## src/rtl/pim_sweep_ctrl.sv

```systemverilog
// Sweeps one PIM crossbar column-by-column per accepted feature vector and streams tagged ADC results.
// Latency: first out_valid RD_LAT+1 cycles after the input handshake, then one result per cycle.
// Backpressure: out_ready=0 fills the result FIFO; issue stops once in-flight + buffered reaches FIFO_DEPTH.
// Optional build macro PIM_RELU_EN clamps negative (MSB=1) ADC results to zero at FIFO push.

module pim_sweep_fifo #(
    parameter int WIDTH = 8,
    parameter int DEPTH = 4
) (
    input  logic             clk,
    input  logic             rst,
    input  logic             push,
    input  logic [WIDTH-1:0] push_data,
    input  logic             pop,
    output logic [WIDTH-1:0] head_data,
    output logic             not_empty
);
    localparam int AW = $clog2(DEPTH);

    logic [WIDTH-1:0] mem [DEPTH];
    logic [AW-1:0]    wr_ptr;
    logic [AW-1:0]    rd_ptr;
    logic [AW:0]      count;

    // Storage, pointers and occupancy; memory is cleared so the head reads zero after reset.
    always_ff @(posedge clk or negedge rst) begin
        if (!rst) begin
            for (int i = 0; i < DEPTH; i++) mem[i] <= '0;
            wr_ptr <= '0;
            rd_ptr <= '0;
            count  <= '0;
        end else begin
            if (push) begin
                mem[wr_ptr] <= push_data;
                wr_ptr      <= wr_ptr + AW'(1);
            end
            if (pop) rd_ptr <= rd_ptr + AW'(1);
            case ({push, pop})
                2'b10:   count <= count + (AW+1)'(1);
                2'b01:   count <= count - (AW+1)'(1);
                default: count <= count;
            endcase
        end
    end

    assign head_data = mem[rd_ptr];
    assign not_empty = (count != '0);
endmodule

module pim_sweep_ctrl #(
    parameter int INPUT_SIZE = 96,
    parameter int DEPTH      = 5,
    parameter int ADC_P      = 8,
    parameter int NUM_COL    = 32,
    parameter int RD_LAT     = 1,
    parameter int FIFO_DEPTH = 4
) (
    input  logic                  clk,
    input  logic                  rst,
    input  logic                  in_valid,
    output logic                  in_ready,
    input  logic [INPUT_SIZE-1:0] in_feature,
    output logic                  pim_en,
    output logic [DEPTH-1:0]      pim_addr,
    output logic [INPUT_SIZE-1:0] pim_feature,
    input  logic [ADC_P-1:0]      pim_result,
    output logic                  out_valid,
    input  logic                  out_ready,
    output logic [ADC_P-1:0]      out_data,
    output logic [DEPTH-1:0]      out_addr,
    output logic                  out_last,
    output logic                  busy
);
    localparam int OCC_W = $clog2(FIFO_DEPTH + 1);
    localparam logic [DEPTH-1:0] LAST_ADDR = DEPTH'(NUM_COL - 1);
    localparam int ENTRY_W = 1 + DEPTH + ADC_P;

    typedef enum logic [1:0] {IDLE, ISSUE, DRAIN} state_t;

    state_t                            state;
    logic [OCC_W-1:0]                  occ;
    logic [OCC_W-1:0]                  occ_next;
    logic                              credit_next;
    logic                              pop;
    logic                              push;
    logic [RD_LAT-1:0]                 pipe_vld;
    logic [RD_LAT-1:0]                 pipe_last;
    logic [RD_LAT-1:0][DEPTH-1:0]      pipe_addr;
    logic [ADC_P-1:0]                  push_result;
    logic [ENTRY_W-1:0]                head_entry;

    assign pop  = out_valid & out_ready;
    assign push = pipe_vld[RD_LAT-1];

    // occ counts every issued read not yet popped: reads in the array pipeline plus FIFO entries.
    always_comb begin
        occ_next = occ;
        if (pim_en && !pop)      occ_next = occ + OCC_W'(1);
        else if (!pim_en && pop) occ_next = occ - OCC_W'(1);
        credit_next = (occ_next < OCC_W'(FIFO_DEPTH));
    end

    // Outstanding-read counter; it is what keeps the FIFO from overflowing.
    always_ff @(posedge clk or negedge rst) begin
        if (!rst) occ <= '0;
        else      occ <= occ_next;
    end

    // Sweep FSM; pim_en/pim_addr are registered, using next-cycle credit to decide the next issue.
    always_ff @(posedge clk or negedge rst) begin
        if (!rst) begin
            state       <= IDLE;
            in_ready    <= 1'b1;
            busy        <= 1'b0;
            pim_en      <= 1'b0;
            pim_addr    <= '0;
            pim_feature <= '0;
        end else begin
            case (state)
                IDLE: begin
                    if (in_valid) begin
                        pim_feature <= in_feature;
                        pim_en      <= 1'b1;
                        pim_addr    <= '0;
                        in_ready    <= 1'b0;
                        busy        <= 1'b1;
                        state       <= ISSUE;
                    end
                end
                ISSUE: begin
                    // pim_addr holds the last issued column, so every later issue is pim_addr+1.
                    if (pim_en && pim_addr == LAST_ADDR) begin
                        pim_en <= 1'b0;
                        state  <= DRAIN;
                    end else if (credit_next) begin
                        pim_en   <= 1'b1;
                        pim_addr <= pim_addr + DEPTH'(1);
                    end else begin
                        pim_en <= 1'b0;
                    end
                end
                DRAIN: begin
                    if (occ == '0) begin
                        in_ready <= 1'b1;
                        busy     <= 1'b0;
                        state    <= IDLE;
                    end
                end
                default: state <= IDLE;
            endcase
        end
    end

    // Read-latency pipeline carrying the tags of each issued column alongside the array access.
    always_ff @(posedge clk or negedge rst) begin
        if (!rst) begin
            pipe_vld  <= '0;
            pipe_last <= '0;
            pipe_addr <= '0;
        end else begin
            pipe_vld[0]  <= pim_en;
            pipe_last[0] <= pim_en && (pim_addr == LAST_ADDR);
            pipe_addr[0] <= pim_addr;
            for (int i = 1; i < RD_LAT; i++) begin
                pipe_vld[i]  <= pipe_vld[i-1];
                pipe_last[i] <= pipe_last[i-1];
                pipe_addr[i] <= pipe_addr[i-1];
            end
        end
    end

`ifdef PIM_RELU_EN
    assign push_result = pim_result[ADC_P-1] ? '0 : pim_result;
`else
    assign push_result = pim_result;
`endif

    pim_sweep_fifo #(
        .WIDTH (ENTRY_W),
        .DEPTH (FIFO_DEPTH)
    ) u_fifo (
        .clk       (clk),
        .rst       (rst),
        .push      (push),
        .push_data ({pipe_last[RD_LAT-1], pipe_addr[RD_LAT-1], push_result}),
        .pop       (pop),
        .head_data (head_entry),
        .not_empty (out_valid)
    );

    assign {out_last, out_addr, out_data} = head_entry;
endmodule

```

## config.mk

```make
export PLATFORM = sky130hd
export DESIGN_NAME = pim_sweep_ctrl
export DESIGN_NICKNAME = d
export VERILOG_FILES = /design/src/rtl/pim_sweep_ctrl.sv
export SDC_FILE = /design/constraint.sdc
export NUM_CORES = 1
export LEC_CHECK = 0
export BUFFER_PORTS_ARGS = -buffer_cell sky130_fd_sc_hd__buf_2
export CORE_MARGIN = 10
export CORE_UTILIZATION = 30
export DETAILED_ROUTE_END_ITERATION = 6
export GPL_TIMING_DRIVEN = 0
export PLACE_DENSITY_LB_ADDON = 0.2
export RECOVER_POWER = 100
export SLEW_MARGIN = 5
export SYNTH_ARGS = -nofsm -noshare
export SYNTH_HDL_FRONTEND = slang
export SYNTH_HIERARCHICAL = 1
export SYNTH_SLANG_ARGS = --single-unit
```

## constraint.sdc

```tcl
create_clock -name clk -period 2.45 [get_ports clk]
set_input_delay 0.6125 -clock clk [delete_from_list [all_inputs] [get_ports clk]]
set_output_delay 0.6125 -clock clk [all_outputs]
set_load 0.005 [all_outputs]
```

# After elaboration in Yosys (flattened, before gate mapping)

Index checks and enable logic that the tools add are counted.

Word-level logic and storage cells: 84
Register bits: 179

$lt $le $gt $ge: 4
Reductions and logical operators: 17
Equality and inequality tests: 10
Bitwise logic cells: 3
$add $sub $neg: 7
Multiplexer cells: 26

Operators by type and width:

| cell                                                     | count |
|---|---|
| bitwise mux 56 bit                                       | 1 |
| 2-to-1 mux 14 bit                                        | 3 |
| binary-select mux 14 bit (select 2 bit)                  | 1 |
| demux 14 bit (select 2 bit)                              | 1 |
| 2-to-1 mux 5 bit                                         | 3 |
| inequality test 2 bit, second input constant             | 5 |
| case mux 5 bit (2 select lines)                          | 1 |
| adder 3 x 1 -> 3 bit, second input constant              | 2 |
| greater-or-equal comparator 3 bit, second input constant | 2 |
| 2-to-1 mux 1 bit                                         | 6 |
| 2-to-1 mux 2 bit                                         | 3 |
| 2-to-1 mux 3 bit                                         | 2 |
| NOT 2 -> 3 bit                                           | 2 |
| case mux 1 bit (2 select lines)                          | 3 |
| case mux 2 bit (3 select lines)                          | 1 |
| case mux 3 bit (2 select lines)                          | 1 |
| AND reduction 3 bit                                      | 2 |
| nonzero test 2 bit                                       | 3 |
| subtractor 3 x 1 -> 3 bit, second input constant         | 2 |
| adder 5 x 1 -> 5 bit, second input constant              | 1 |
| equality test 5 bit, second input constant               | 1 |
| adder 2 x 1 -> 2 bit, second input constant              | 2 |
| equality test 2 x 1 -> 1 bit, second input constant      | 2 |
| equality test 2 bit, second input constant               | 2 |
| other kinds (10)                                         | 15 |

# Depth between registers and ports, before layout

Gate-level depths: netlist of run 1.

Depth after elaboration: 9
Depth in mapped cells: 8
Depth with buffers taken out: 8

# Hierarchy

The synthesis of run 1 kept the hierarchy.

By module, submodules not included:

| module         | cells an instance | seq. area each (um^2) | area an instance (um^2) | instances |
|---|---|---|---|---|
| pim_sweep_ctrl | 489               | 2904.0                | 4525.6                  | 1 |
| pim_sweep_fifo | 166               | 1576.5                | 2859.0                  | 1 |

# Worst setup path before layout of run 1

No wires, ideal clock.

Path type: reg2reg
Start: register u_fifo.count[0]
End: register u_fifo.count[2]
Clock period less this slack: 2066 ps
Arrival: 1941 ps
Data required time: 2325 ps
Setup slack: 384 ps
Cell stages (with the launch flop): 9
Library setup time: 125 ps
Path through: dfrtp_1 or3_1 nand2_1 inv_1 ha_1 fa_1 xnor2_1 nor2_1 xor2_1

Cells in the longest elaborated chain, start to end: 4

RTL lines:

| element                                                               | line | text |
|---|---|---|
| start, declared                                                       | 23   | `logic [AW:0] count;` |
| start signal, assigned                                                | 39   | `2'b10: count <= count + (AW+1)'(1);` |
| start signal, assigned                                                | 40   | `2'b01: count <= count - (AW+1)'(1);` |
| start signal, assigned                                                | 41   | `default: count <= count;` |
| nonzero test 3 bit (*)                                                | 47   | `assign not_empty = (count != '0);` |
| named net out_valid                                                   | 67   | `output logic out_valid,` |
| AND 1 bit (*)                                                         | 92   | `assign pop = out_valid & out_ready;` |
| named net pop                                                         | 84   | `logic pop;` |
| equality test 2 x 1 -> 1 bit or equality test 2 bit (tied branches)   | 38   | `case ({push, pop})` |
| case mux 3 bit (2 select lines) or nonzero test 2 bit (tied branches) | -    |  |

Mark *: on every way through the listed nets, which the timed path passes. The rest lies on a longest branch.
A chain may end at the register's enable or synchronous reset.

# Worst setup path in the final report of run 1

Start: register u_fifo.rd_ptr[0]
End: output port out_addr[3]

Cells in the longest elaborated chain, start to end: 4

RTL lines:

| element                                               | line | text |
|---|---|---|
| start, declared                                       | 22   | `logic [AW-1:0] rd_ptr;` |
| start signal, assigned                                | 37   | `if (pop) rd_ptr <= rd_ptr + AW'(1);` |
| NOT 2 -> 3 bit (implied by the code)                  | 46   | `assign head_data = mem[rd_ptr];` |
| binary-select mux 14 bit (select 2 bit)               | 46   |  |
| 2-to-1 mux 14 bit (implied by the code) (2 in series) | 46   |  |
| end, declared                                         | 70   | `output logic [DEPTH-1:0] out_addr,` |

Every way passes these cells. The select of a mux whose other input is x is not followed.

==> impl_metrics.env, run 1 <==
export IMPL_status="finished, final reports clean"
export IMPL_cts_clk_slew_worst_paths_ns=0.08
export IMPL_dpl_wire_length_mm=14.92
export IMPL_maximum_number_of_pins_on_one_net_before_global_route_repair=97
export IMPL_yosys_warnings=6
export IMPL_drtAntennaViolNets=0
export IMPL_dr_first_iter_drc_count=288
export IMPL_cts_repair_resize_count=0
export IMPL_finalHoldViolCount=0
export IMPL_final_setup_worst_slack_ns=0.07777
export IMPL_cts_hold_repair_buffers=0
export IMPL_die_area_um2=31290
export IMPL_worst_clock_skew_ns=0.01218
export IMPL_fraction_of_layout_cells_with_a_size_suffix_above_1=0.2549
export IMPL_r2r_worst_path_cells=8
export IMPL_ys_types=42
export IMPL_reg_to_reg_critical_path_startpoint="u_fifo/count[0]"
export IMPL_layout_area_overhead_vs_synth_pct=25.87
export IMPL_yosysMostFrequentCell="nand2_1"
export IMPL_grt_ovfl_total=0
export IMPL_route_detailed_vias_per_inst=4.265
export IMPL_rsz0062_at_grt="no"
export IMPL_post_drt_wl_per_cell_um=16.36
export IMPL_antenna_found_initial=2
export IMPL_hold_class="input pin to flop"
export IMPL_power_leakage_nw=4.669
export IMPL_top_level_ports=227
export IMPL_post_dp_cell_area_um2=8959
export IMPL_number_of_cts_inserted_buffers=17
export IMPL_p_per_area_nw_per_um2=1280
export IMPL_postSynthCellCount=655
export IMPL_finalInstanceArea_um2=9295
export IMPL_fin_crit_sh=0.9683
export IMPL_crit_fanout=10
export IMPL_ys_top_cells_by_area="dfrtp_1 60%, nand2_1 15%, mux2_2 8.7%"
export IMPL_regToRegSetupSlack_ns=0.26
export IMPL_timing_hold_ws_ns=0.3625
export IMPL_setup_worst_path_end="out_addr[3]"
export IMPL_worstReg2RegEnd="u_fifo/count[2]"
export IMPL_floorplan_die_width_um=176.9
export IMPL_crit_required_ns=1.84
export IMPL_syn_mean_instance_area_um2=11.27
export IMPL_postRouteWirelength_mm=20.29
export IMPL_setup_worst_path_start="u_fifo/rd_ptr[0]"
export IMPL_vias_in_the_first_global_route=5787
export IMPL_number_of_register_bits_inferred_by_synthesis=179
export IMPL_postCtsSetupRepairBufs=0
export IMPL_grt_pass1_wl_mm=32.54
export IMPL_gp_congestion=0.7418
export IMPL_finalCoreUtilization=0.3833
export IMPL_crit_type="flop to output pin"
export IMPL_max_slew_worst_pin_slew_ns=1.369
export IMPL_netlist_top_cell_by_area="dfrtp_1"
export IMPL_dp_worst_setup_slack_ns=0.2318
export IMPL_synth_edf_count=0
export IMPL_cts_htree_levels=4
export IMPL_layout_nets=1022
export IMPL_max_cap_violations=0
export IMPL_clockRootBuffer="clkbuf_16"
export IMPL_final_setup_viol_count=0
export IMPL_total_power_w=0.01190
export IMPL_critical_path_endpoint_type="output pin"
export IMPL_slew_limit_headroom=0.08727
export IMPL_dr_pass1_iters=4
export IMPL_placement_rows=57
export IMPL_fmax_ghz=0.4215
export IMPL_num_vias=5289
export IMPL_netlist_area_before_placement_um2=7385
export IMPL_synth_top_area_share=0.6032
export IMPL_clkSinkCount=179
export IMPL_yosysSeqAreaShare=0.6067
export IMPL_detail_route_drc_violations=0
export IMPL_numPortBuffers=226
export IMPL_synth_ff_type="dfrtp_1"
export IMPL_dieHeight_um=176.9
export IMPL_clock_path_buffers=2
export IMPL_final_min_clock_period_ns=2.372
export IMPL_drv_slew=0
export IMPL_synthesis_nets=776
export IMPL_synthTopCellsByCount="304 x nand2_1, 178 x dfrtp_1, 57 x mux2_2"
export IMPL_cp_start_kind="flop"
export IMPL_cp_arrival_ns=1.76
export IMPL_insertion_delay_ns=0.43
export IMPL_cts_tree="yes"
export IMPL_floorplan_initialDensity=0.3045
export IMPL_share_of_synthesized_flip_flops_with_an_asynchronous_set_or_reset=1.000
export IMPL_global_route_usage_total=0.1323
export IMPL_vdd_ir_drop_max_mv=0.4751
export IMPL_core_area_um2=24250
final cells by class:
cell class / count / area (um2)
plain buffers: 29 / 145.1
repair buffers: 227 / 1012
inverters: 11 / 41.29
diodes: 2 / 5.005
flip-flops and latches: 179 / 4481
clock inverters: 14 / 138.9
multi-input cells: 436 / 2628
clock buffers: 18 / 439.2
fillers: 2498 / 14950
well taps: 324 / 405.4
report_power, final:
group | internal [W] | leakage, nW | switching, W
registers | 0.00433 | 2.20 | 0.000774
clock network | 0.00138 | 0.279 | 0.00132
logic | 0.00200 | 2.19 | 0.00210
total | 0.00771 | 4.67 | 0.00419
per-layer routing:
layer  GRT usage  share of wire
met5           0         0.0017
met2      0.1966           0.45
met1      0.1636           0.43
met3     0.06742           0.10
met4     0.04238          0.016
state kept, by name, summed over array words and instances (netlist names):
signal / count
busy: 1
in_ready: 1
occ: 3
pim_addr: 5
pim_en: 1
pim_feature: 96
pipe_addr: 5
pipe_last: 1
pipe_vld: 1
state: 2
u_fifo/count: 3
u_fifo/mem: 56
u_fifo/rd_ptr: 2
u_fifo/wr_ptr: 2
worst max-delay path, stage by stage (launching register included):
cell     delay (ns)
dfrtp_1        0.34
buf_6          0.15
buf_12         0.16
mux4_2         0.53
buf_2          0.15
how the worst min path moves through the flow:
| stage | startpoint | end | slack [ns] | depth (start not counted) |
|---|---|---|---|---|
| after global placement | pim_addr[4] | pipe_addr[4] | 0.43 | 0 |
| after global routing | in_feature[20] | pim_feature[20] | 0.34 | 3 |
| after detailed placement | pim_addr[4] | pipe_addr[4] | 0.44 | 0 |
| final | in_feature[15] | pim_feature[15] | 0.36 | 3 |
| after CTS | rst | u_fifo/mem[42] | 0.22 | 1 |
| after floorplan | rst | busy | 0.32 | 0 |
metrics by stage:
stage / TNS [ns] / cells
detailed placement: 0 / 1206
global placement: -433.78 / 1205
floorplan: 0 / 655
finish: 0 / 1240
global route: 0 / 1238
CTS: 0 / 1238
kinds of logic after synthesis:
family	count (synthesis)	share of synthesized area
simple gates	327	0.1794
flops	179	0.6067
mux	76	0.1394
buf+inv	40	0.03067
compound gates	14	0.01356
fa+ha+maj	13	0.02304
xor+xnor	6	0.007118
placed cells by master, fill, tap and decap left out, types with 3 or more instances in the layout:
cell type,synthesis,final
a21oi_1,3,3
buf_2,15,123
clkbuf_1,1,125
clkbuf_16,0,17
clkbuf_2,0,3
dfrtp_1,178,178
ha_1,12,12
inv_1,11,11
inv_6,0,4
inv_8,0,3
mux2_2,57,57
mux2i_1,5,5
mux4_1,6,6
mux4_2,8,8
nand2_1,304,308
nor2_1,3,4
o21ai_0,3,5
xnor2_1,3,3
xor2_1,3,3
Power figures use the tool's default switching activity.
==> run 2: changes to the inputs <==
- SYNTH_HIERARCHICAL: 1 -> unset
- TNS_END_PERCENT: unset -> 20
==> run 2 against run 1 <==
Against the previous run: the run now ends with capacitance limit, slew limit left; die area is 1.2% lower; first-iteration DRC count is 17% lower; sequential power is 0.8% higher; synthesized cell count is 0.61% higher; via count is 0.95% higher; clock power is 9.3% higher; core utilization is 1.2 points higher; critical endpoint is now out_addr[2]; largest cell class unchanged; largest power group unchanged.
==> impl_metrics.env, run 2 <==
export IMPL_netlist_area_before_placement_um2=7284
export IMPL_grt_ovfl_total=0
export IMPL_critical_path_endpoint_type="output pin"
export IMPL_grt_pass1_wl_mm=32.18
export IMPL_crit_fanout=10
export IMPL_ys_top_cells_by_area="dfrtp_1 61%, nand2_1 16%, mux2_2 8.7%"
export IMPL_num_vias=5339
export IMPL_ys_types=37
export IMPL_fin_crit_sh=0.9586
export IMPL_netlist_top_cell_by_area="dfrtp_1"
export IMPL_dr_pass1_iters=4
export IMPL_commonest_non_fill_non_tap_cells_in_the_layout="309 x nand2_1, 178 x dfrtp_1, 126 x clkbuf_1, 121 x buf_2, 56 x mux2_2"
export IMPL_p_per_area_nw_per_um2=1339
export IMPL_postSynthCellCount=659
export IMPL_antenna_found_initial=8
export IMPL_clockRootBuffer="clkbuf_16"
export IMPL_final_setup_viol_count=0
export IMPL_share_of_synthesized_flip_flops_with_an_asynchronous_set_or_reset=1.000
export IMPL_drtAntennaViolNets=0
export IMPL_layout_area_overhead_vs_synth_pct=28.58
export IMPL_maximum_number_of_pins_on_one_net_before_global_route_repair=103
export IMPL_cts_clk_slew_worst_paths_ns=0.08
export IMPL_floorplan_die_width_um=175.8
export IMPL_insertion_delay_ns=0.43
export IMPL_final_min_clock_period_ns=2.349
export IMPL_layout_nets=1031
export IMPL_cp_start_kind="flop"
export IMPL_rsz0062_at_grt="no"
export IMPL_global_route_usage_total=0.1323
export IMPL_die_area_um2=30910
export IMPL_synth_top_area_share=0.6115
export IMPL_top_level_ports=227
export IMPL_regMostFlops="pim_feature"
export IMPL_number_of_cts_inserted_buffers=17
export IMPL_crit_required_ns=1.84
export IMPL_failed_checks="capacitance limit, slew limit"
export IMPL_postRouteWirelength_mm=20.17
export IMPL_placement_rows=56
export IMPL_regToRegSetupSlack_ns=0.29
export IMPL_numPortBuffers=226
export IMPL_finalHoldViolCount=0
export IMPL_fraction_of_layout_cells_with_a_size_suffix_above_1=0.2611
export IMPL_worst_clock_skew_ns=0.01305
export IMPL_gp_congestion=0.7581
export IMPL_synth_area_mux_share=0.1367
export IMPL_clock_path_buffers=2
export IMPL_dpl_wire_length_mm=14.82
export IMPL_yosysSeqAreaShare=0.6151
export IMPL_cp_arrival_ns=1.74
export IMPL_max_slew_worst_pin_slew_ns=1.806
export IMPL_cts_htree_levels=4
export IMPL_post_synth_and_or_nand_nor_area_fraction=0.1776
export IMPL_drv_slew=78
export IMPL_slew_limit_headroom=-0.2043
export IMPL_dr_first_iter_drc_count=239
export IMPL_layout_top_registers="pim_feature: 96 flops, u_fifo.mem: 56 flops"
export IMPL_hold_class="input pin to flop"
export IMPL_cts_tree="yes"
export IMPL_max_cap_violations=1
export IMPL_crit_type="flop to output pin"
export IMPL_syn_mean_instance_area_um2=11.05
export IMPL_floorplan_initialDensity=0.3076
export IMPL_detail_route_drc_violations=0
export IMPL_dieHeight_um=175.8
export IMPL_dominant_combinational_cell_family_by_area_after_synthesis="simple AND/OR/NAND/NOR gates"
export IMPL_synth_edf_count=0
export IMPL_most_frequent_standard_cell_in_the_layout_excluding_fill_and_tap_cells="nand2_1"
export IMPL_synth_ff_type="dfrtp_1"
export IMPL_timing_hold_ws_ns=0.3623
export IMPL_synthTopCellsByCount="309 x nand2_1, 178 x dfrtp_1, 56 x mux2_2"
export IMPL_status="complete, but fails checks"
export IMPL_yosysMostFrequentCell="nand2_1"
export IMPL_fin_setup_tns_ns=0
export IMPL_synth_adder_area_share=0.02336
export IMPL_fmax_ghz=0.4258
export IMPL_largest_register_ffs=96
export IMPL_synth_compound_gate_area_share=0.01340
export IMPL_core_area_um2=23680
export IMPL_clkSinkCount=179
export IMPL_synth_xor_xnor_area_share=0.007214
export IMPL_number_of_register_bits_inferred_by_synthesis=179
export IMPL_vdd_ir_drop_max_mv=0.4848
export IMPL_cts_hold_repair_buffers=0
export IMPL_yosys_warnings=0
export IMPL_post_drt_wl_per_cell_um=16.22
export IMPL_vias_in_the_first_global_route=5687
export IMPL_power_leakage_nw=4.688
export IMPL_route_detailed_vias_per_inst=4.292
export IMPL_synthesis_nets=780
[run 2: cell families after synthesis]
| group | count (synthesis) |
|---|---|
| buffers and inverters | 43 |
| flip-flops | 179 |
| AO/OA/AOI/OAI | 14 |
| XOR/XNOR | 6 |
| AND/OR/NAND/NOR | 329 |
| multiplexers | 75 |
| adder cells (fa/ha/maj) | 13 |
[run 2: cell type report]
type	instances	area (um2)
timing repair buffer	232	1050
fill	2470	14320
inverter	14	52.55
buffer	29	153.9
clock buffer	18	429.2
sequential	179	4481
multi-input combinational	437	2595
clock inverter	14	201.4
tap	319	399.1
antenna	2	5.005
[run 2: path summary, 6_finish.rpt]
kind,startpoint,endpoint,cells past startpoint
worst min register to register,pim_addr[4],pipe_addr[4],0
worst min-delay path,in_feature[46],pim_feature[46],3
max in group asynchronous,rst,pim_feature[34],2
min in group asynchronous,rst,u_fifo.mem[28],1
worst max register to register,u_fifo.count[1],pim_addr[2],8
worst max-delay path,u_fifo.rd_ptr[1],out_addr[2],3
[run 2: repair_timing]
| action | CTS | global route |
|---|---|---|
| buffers inserted | 0 | 5 |
| resized for setup | 5 | 1 |
| setup endpoints to repair | 8 | 9 |
| pin swaps | 0 | 0 |
[run 2: metal layers]
metal	GRT usage	wire [um]
met4	0.03850	270
met2	0.2072	9500
met1	0.1542	8233
met5	0	86
met3	0.06991	2081
[run 2: power by group]
part           total, W  switching, W  internal, W
logic           0.00445       0.00234      0.00211
registers       0.00514      0.000780      0.00436
clock network   0.00295       0.00122      0.00173
total            0.0125       0.00434      0.00820
[run 2: worst max-delay path, stage by stage, from the launching register on]
cell and delay [ns]:
dfrtp_1 0.51, clkbuf_4 0.32, mux4_2 0.35, clkbuf_1 0.13
[run 2: stage by stage]
stage	instances	setup WS, ns	utilization	instance area, um2	power [W]
after global routing	1242	0.01576	0.3953	9361	0.01361
after global placement	1204	-2.418	0.3722	8815	0.009851
after floorplan	659	0.5086	-	7284	0.007818
after detailed placement	1205	0.2664	0.3738	8852	0.009950
after CTS	1237	0.02377	0.4012	9502	0.01298
final	1244	0.1015	0.3955	9366	0.01254
